[src/rtl/wb_commit_stage.sv]
`default_nettype none
// ============================================================================
//  Module      : wb_commit_stage
//  Description : Write-back / commit stage. Retires one instruction per
//                accepted handshake: updates the architectural PC, drives the
//                register-file write port, redirects to the trap vector on a
//                trap or misaligned target, counts retired instructions and
//                emits the commit token that restarts fetch.
//  Revision    : 1.0 - initial release
// ============================================================================
module wb_commit_stage #(
  parameter int              XLEN     = 32,
  parameter logic [XLEN-1:0] RESET_PC = 'h0000_8000,
  parameter int              REG_AW   = 5,
  parameter int              CNT_W    = 64
) (
  input  logic              clk,
  input  logic              rst,
  input  logic              in_valid,
  output logic              in_ready,
  input  logic [XLEN-1:0]   in_pc_next,
  input  logic [REG_AW-1:0] in_rd,
  input  logic              in_rd_we,
  input  logic [XLEN-1:0]   in_rd_data,
  input  logic              in_trap,
  input  logic              in_halt,
  input  logic [XLEN-1:0]   trap_vec,
  input  logic              stall,
  output logic [XLEN-1:0]   pc,
  output logic              rf_we,
  output logic [REG_AW-1:0] rf_waddr,
  output logic [XLEN-1:0]   rf_wdata,
  output logic              commit_out,
  output logic              misalign,
  output logic [CNT_W-1:0]  retire_cnt,
  output logic              halted
);

  localparam logic [REG_AW-1:0] c_REG_ZERO = '0;
  localparam logic [CNT_W-1:0]  c_CNT_ONE  = CNT_W'(1);

  typedef enum logic [1:0] {
    ST_BOOT = 2'd0,
    ST_RUN  = 2'd1,
    ST_HALT = 2'd2
  } state_t;

  state_t            r_state;
  state_t            w_state_nxt;

  logic [XLEN-1:0]   r_pc;
  logic              r_rf_we;
  logic [REG_AW-1:0] r_rf_waddr;
  logic [XLEN-1:0]   r_rf_wdata;
  logic              r_commit;
  logic              r_misalign;
  logic [CNT_W-1:0]  r_retire_cnt;

  logic              w_ready;
  logic              w_accept;
  logic              w_misaligned;
  logic              w_trap_like;
  logic              w_boot_tok;
  logic [XLEN-1:0]   w_trap_target;
  logic              w_unused_bits;

  // Handshake: only RUN accepts, and stall gates ready combinationally.
  assign w_ready  = (r_state == ST_RUN) && !stall;
  assign w_accept = w_ready && in_valid;

  // A misaligned target is only considered when no explicit trap is raised,
  // so the misalign flag never fires for a genuine trap.
  assign w_misaligned  = !in_trap && (in_pc_next[1:0] != 2'b00);
  assign w_trap_like   = in_trap || w_misaligned;
  assign w_trap_target = {trap_vec[XLEN-1:2], 2'b00};

  // The BOOT token fires on the first edge after reset release; r_commit
  // then being set is what moves BOOT on to RUN one cycle later.
  assign w_boot_tok = (r_state == ST_BOOT) && !r_commit;

  // Low trap_vec bits are dropped by alignment.
  assign w_unused_bits = &{1'b0, trap_vec[1:0]};

  // State register with asynchronous active-low reset.
  always_ff @(posedge clk or negedge rst) begin
    if (!rst) begin
      r_state <= ST_BOOT;
    end else begin
      r_state <= w_state_nxt;
    end
  end

  // Next-state logic: BOOT for one token cycle, RUN until a clean halt retires.
  always_comb begin
    w_state_nxt = r_state;
    case (r_state)
      ST_BOOT: begin
        if (r_commit) begin
          w_state_nxt = ST_RUN;
        end
      end
      ST_RUN: begin
        if (w_accept && in_halt && !w_trap_like) begin
          w_state_nxt = ST_HALT;
        end
      end
      ST_HALT: begin
        w_state_nxt = ST_HALT;
      end
      default: begin
        w_state_nxt = ST_BOOT;
      end
    endcase
  end

  // Commit datapath: PC, register-file port, strobes and retire counter.
  always_ff @(posedge clk or negedge rst) begin
    if (!rst) begin
      r_pc         <= RESET_PC;
      r_rf_we      <= 1'b0;
      r_rf_waddr   <= '0;
      r_rf_wdata   <= '0;
      r_commit     <= 1'b0;
      r_misalign   <= 1'b0;
      r_retire_cnt <= '0;
    end else begin
      r_rf_we    <= 1'b0;
      r_misalign <= 1'b0;
      r_commit   <= w_boot_tok || w_accept;
      if (w_accept) begin
        if (w_trap_like) begin
          r_pc       <= w_trap_target;
          r_misalign <= w_misaligned;
        end else begin
          r_pc         <= in_pc_next;
          r_rf_we      <= in_rd_we && (in_rd != c_REG_ZERO);
          r_rf_waddr   <= in_rd;
          r_rf_wdata   <= in_rd_data;
          r_retire_cnt <= r_retire_cnt + c_CNT_ONE;
        end
      end
    end
  end

  assign in_ready   = w_ready;
  assign pc         = r_pc;
  assign rf_we      = r_rf_we;
  assign rf_waddr   = r_rf_waddr;
  assign rf_wdata   = r_rf_wdata;
  assign commit_out = r_commit;
  assign misalign   = r_misalign;
  assign retire_cnt = r_retire_cnt;
  assign halted     = (r_state == ST_HALT);

endmodule
`default_nettype wire

[config.mk]
export PLATFORM = sky130hd
export DESIGN_NAME = wb_commit_stage
export DESIGN_NICKNAME = d
export VERILOG_FILES = /design/src/rtl/wb_commit_stage.sv
export SDC_FILE = /design/constraint.sdc
export NUM_CORES = 1
export LEC_CHECK = 0
export ABC_AREA = 1
export CORE_AREA = 4 4 134 136
export CTS_CLUSTER_SIZE = 40
export DETAILED_ROUTE_END_ITERATION = 16
export DIE_AREA = 0 0 138 140
export HOLD_SLACK_MARGIN = 0.02
export PLACE_DENSITY = 0.83
export SETUP_SLACK_MARGIN = 0.5
export SLEW_MARGIN = 20
export SYNTH_ARGS = -nofsm -noshare
export SYNTH_HDL_FRONTEND = slang
export SYNTH_SLANG_ARGS = --single-unit
[constraint.sdc]
create_clock -name clk -period 1.8 [get_ports clk]
set_input_delay 0.27 -clock clk [delete_from_list [all_inputs] [get_ports clk]]
set_output_delay 0.27 -clock clk [all_outputs]
set_load 0.05 [all_outputs]
==> metrics.cfg <==
[place]
io_buffer_count=243
dpl.hpwl_microns=16220
place.gp.congestion=0.9440

[run]
max_cap_violations=0

[cts]
clk_pin_slew_ns=0.06
numCtsBuffers=17
clk_latency_ns=0.42
cts_tree=built
cts_buffer_depth=2
cts.sinks=138
root_buffer=clkbuf_16
htreeDepth=4

[critical_path]
cp.required_ns=2.14
critPathCaptureType=flop
path_buf_inv=3
crit_top_cell=buf_6
max_stage_delay_ns=0.39
cp_cell_sequence=inv_2 > ha_4 > nand3_4 > nor2_4 > buf_6 > buf_6 > nand3b_1 > nor2_2 > xor2_1
criticalPathCategory=reg2reg
start_kind=flop
crit_path_top_delay_cell=dfrtp_1
critPathMaxFanout=6
critPathArrivalTime_ns=2.07
cpLargestDelayFamily=simple AND/OR/NAND/NOR gates

[power]
power.density_nw_per_um2=1141
p_leak_nw=5.651
power.share.switching=0.4139
pwr-share-seq=0.317
p_clk_frac=0.274
ir_drop_mv=1.163
power_frac_comb=0.408
power.internal_w=0.007935
p_sw_w=0.005604

[die]
io-pin-count=246
fp.dieW_microns=138
initial_utilization=0.4018
dieArea_sq_um=19320
dieHeight_microns=140
coreArea_sq_um=16940
rows=48

[routing]
viasPerCell=5.074
firstDrtPassIters=5
drt_iter0_markers=483
final_antenna_net_count=0
detail_route.drc_violations=0
drt-wirelength-per-cell_microns=17.51
drt-total-wl_microns=24980
vias=7236

[synth]
yosysTopAreaCell=dfrtp_1
yosys-top-cells-area=dfrtp_1 (50%), nand2_1 (16%), nor2_1 (6.3%)
synthTopCellsByCount=nand2_1 (295), dfrtp_1 (137), nor2_1 (115), inv_1 (68), o21ai_0 (63)
yosys_warnings=0
syn_inst=865
synth_ff_type=dfrtp_1
synth_nets=978
ys_seq_area_frac=0.5076
synth_edf_count=0
syn_area_per_cell_sq_um=7.867
synth_area_sq_um=6805
ys_ff_latch=138
yosysUniqueCellTypes=28
synth_top_area_share=0.5038
yosysMostFrequentCell=nand2_1
synthArstFlopShare=1.000

[global_route]
grt_pass1_wl_microns=35110
track_usage=0.2243
antenna_found_initial=0
grt_pass1_vias=6835
grt_max_degree=44
overflow=0

[cells_and_area]
nets=1301
drive_gt1_frac=0.4172
antenna_cells=0
syn2layout_area_growth_pct=74.30

[sta]
worst_pin_slew_ns=0.4432
drv_slew=0
fin_crit_sh=0.9628
rsz0062_at_grt=yes
whs_ns=0.3501
setup_viol=0
clock_skew_ns=0.008667
timing.slew.headroom=0.7045
finalHoldViolCount=0
finalSetupTns_ns=0
period_needed_ns=1.733
max_freq_ghz=0.5770

[hold_path]
hold_class=in2async

[run_status]
status=completed

[layout by cell type (no fill, tap or decap), drive strengths merged, types with 2 or more instances in the layout]
cell	Yosys	layout
a21oi	3	3
and2	2	2
buf	10	212
bufinv	0	3
clkbuf	12	26
clkdlybuf4s50	0	104
clkinv	0	2
clkinvlp	0	3
dfrtp	137	137
ha	5	5
inv	71	77
nand2	298	298
nand3	40	40
nand3b	5	5
nand4	22	22
nor2	130	130
nor3	17	17
o21ai	64	64
xnor2	27	27
xor2	19	19
[cell families after synthesis]
| family | Yosys count | synth area share |
|---|---|---|
| flip-flops | 138 | 0.5076 |
| XOR/XNOR | 46 | 0.05920 |
| AND/OR/NAND/NOR | 515 | 0.3195 |
| adder cells (fa/ha/maj) | 5 | 0.009193 |
| buffers and inverters | 93 | 0.05405 |
| AO/OA/AOI/OAI | 68 | 0.05038 |
[per-layer routing]
metal,GRT usage,wire length (microns),vias to the layer above
li1,-,-,3379
met2,0.3841,12780,355
met3,0.06350,1965,64
met5,0,0,-
met4,0.07904,824,0
met1,0.2720,9402,3438
[registers in the layout, summed over array words and instances, names as in the netlist]
name and cells:
pc 32, r_state 2, commit_out 1, retire_cnt 64, misalign 1, rf_waddr 5, rf_wdata 32, rf_we 1
[timing repair]
action,in CTS,in global routing
gates cloned,6,11
hold buffers,1,0
endpoints found under the setup margin,241,240
gates resized for setup,233,240
hold endpoints to repair,39,0
setup buffers,6,32
pin swaps,19,77
[cell type report]
| cell class | instances | area, sq um |
|---|---|---|
| repair buffers | 326 | 3331 |
| inverters | 71 | 279.0 |
| clock buffers | 18 | 439.2 |
| clock inverters | 14 | 185.2 |
| multi-input cells | 634 | 3815 |
| fillers | 1254 | 5075 |
| well taps | 225 | 281.5 |
| flip-flops and latches | 138 | 3531 |
[power groups by stage]
stage	logic (W)	registers [W]	clock network (W)
4_1_cts	0.00502	0.00420	0.00377
5_1_grt	0.00580	0.00437	0.00392
3_5_place_dp	0.00498	0.00423	0
3_3_place_gp	0.00490	0.00421	0
2_1_floorplan	0.000836	0.00646	0
6_report	0.00553	0.00430	0.00371
[stage by stage]
step	total power, W	std cells	setup slack [ns]	util	instance area (sq um)
3_3_place_gp	0.009113	1338	-0.2360	0.5715	9679
4_1_cts	0.01299	1383	0.1033	0.6273	10620
2_1_floorplan	0.007298	865	0.1180	-	7068
5_1_grt	0.01408	1426	-0.02710	0.7004	11860
3_5_place_dp	0.009209	1338	-0.2388	0.5715	9679
6_report	0.01354	1426	0.06690	0.7004	11860
[worst paths after layout]
check	slack (ns)	to	cells after the start	start
max	0.07	retire_cnt[27]	9	r_state[1]
min	0.35	retire_cnt[63]	2	rst
max reg2reg	0.07	retire_cnt[27]	9	r_state[1]
min reg2reg	0.48	rf_wdata[7]	2	rf_wdata[7]
max in group asynchronous	0.78	pc[15]	3	rst
min in group clk	0.39	rf_wdata[15]	3	in_rd_data[15]
(Power assumes the default switching activity.)
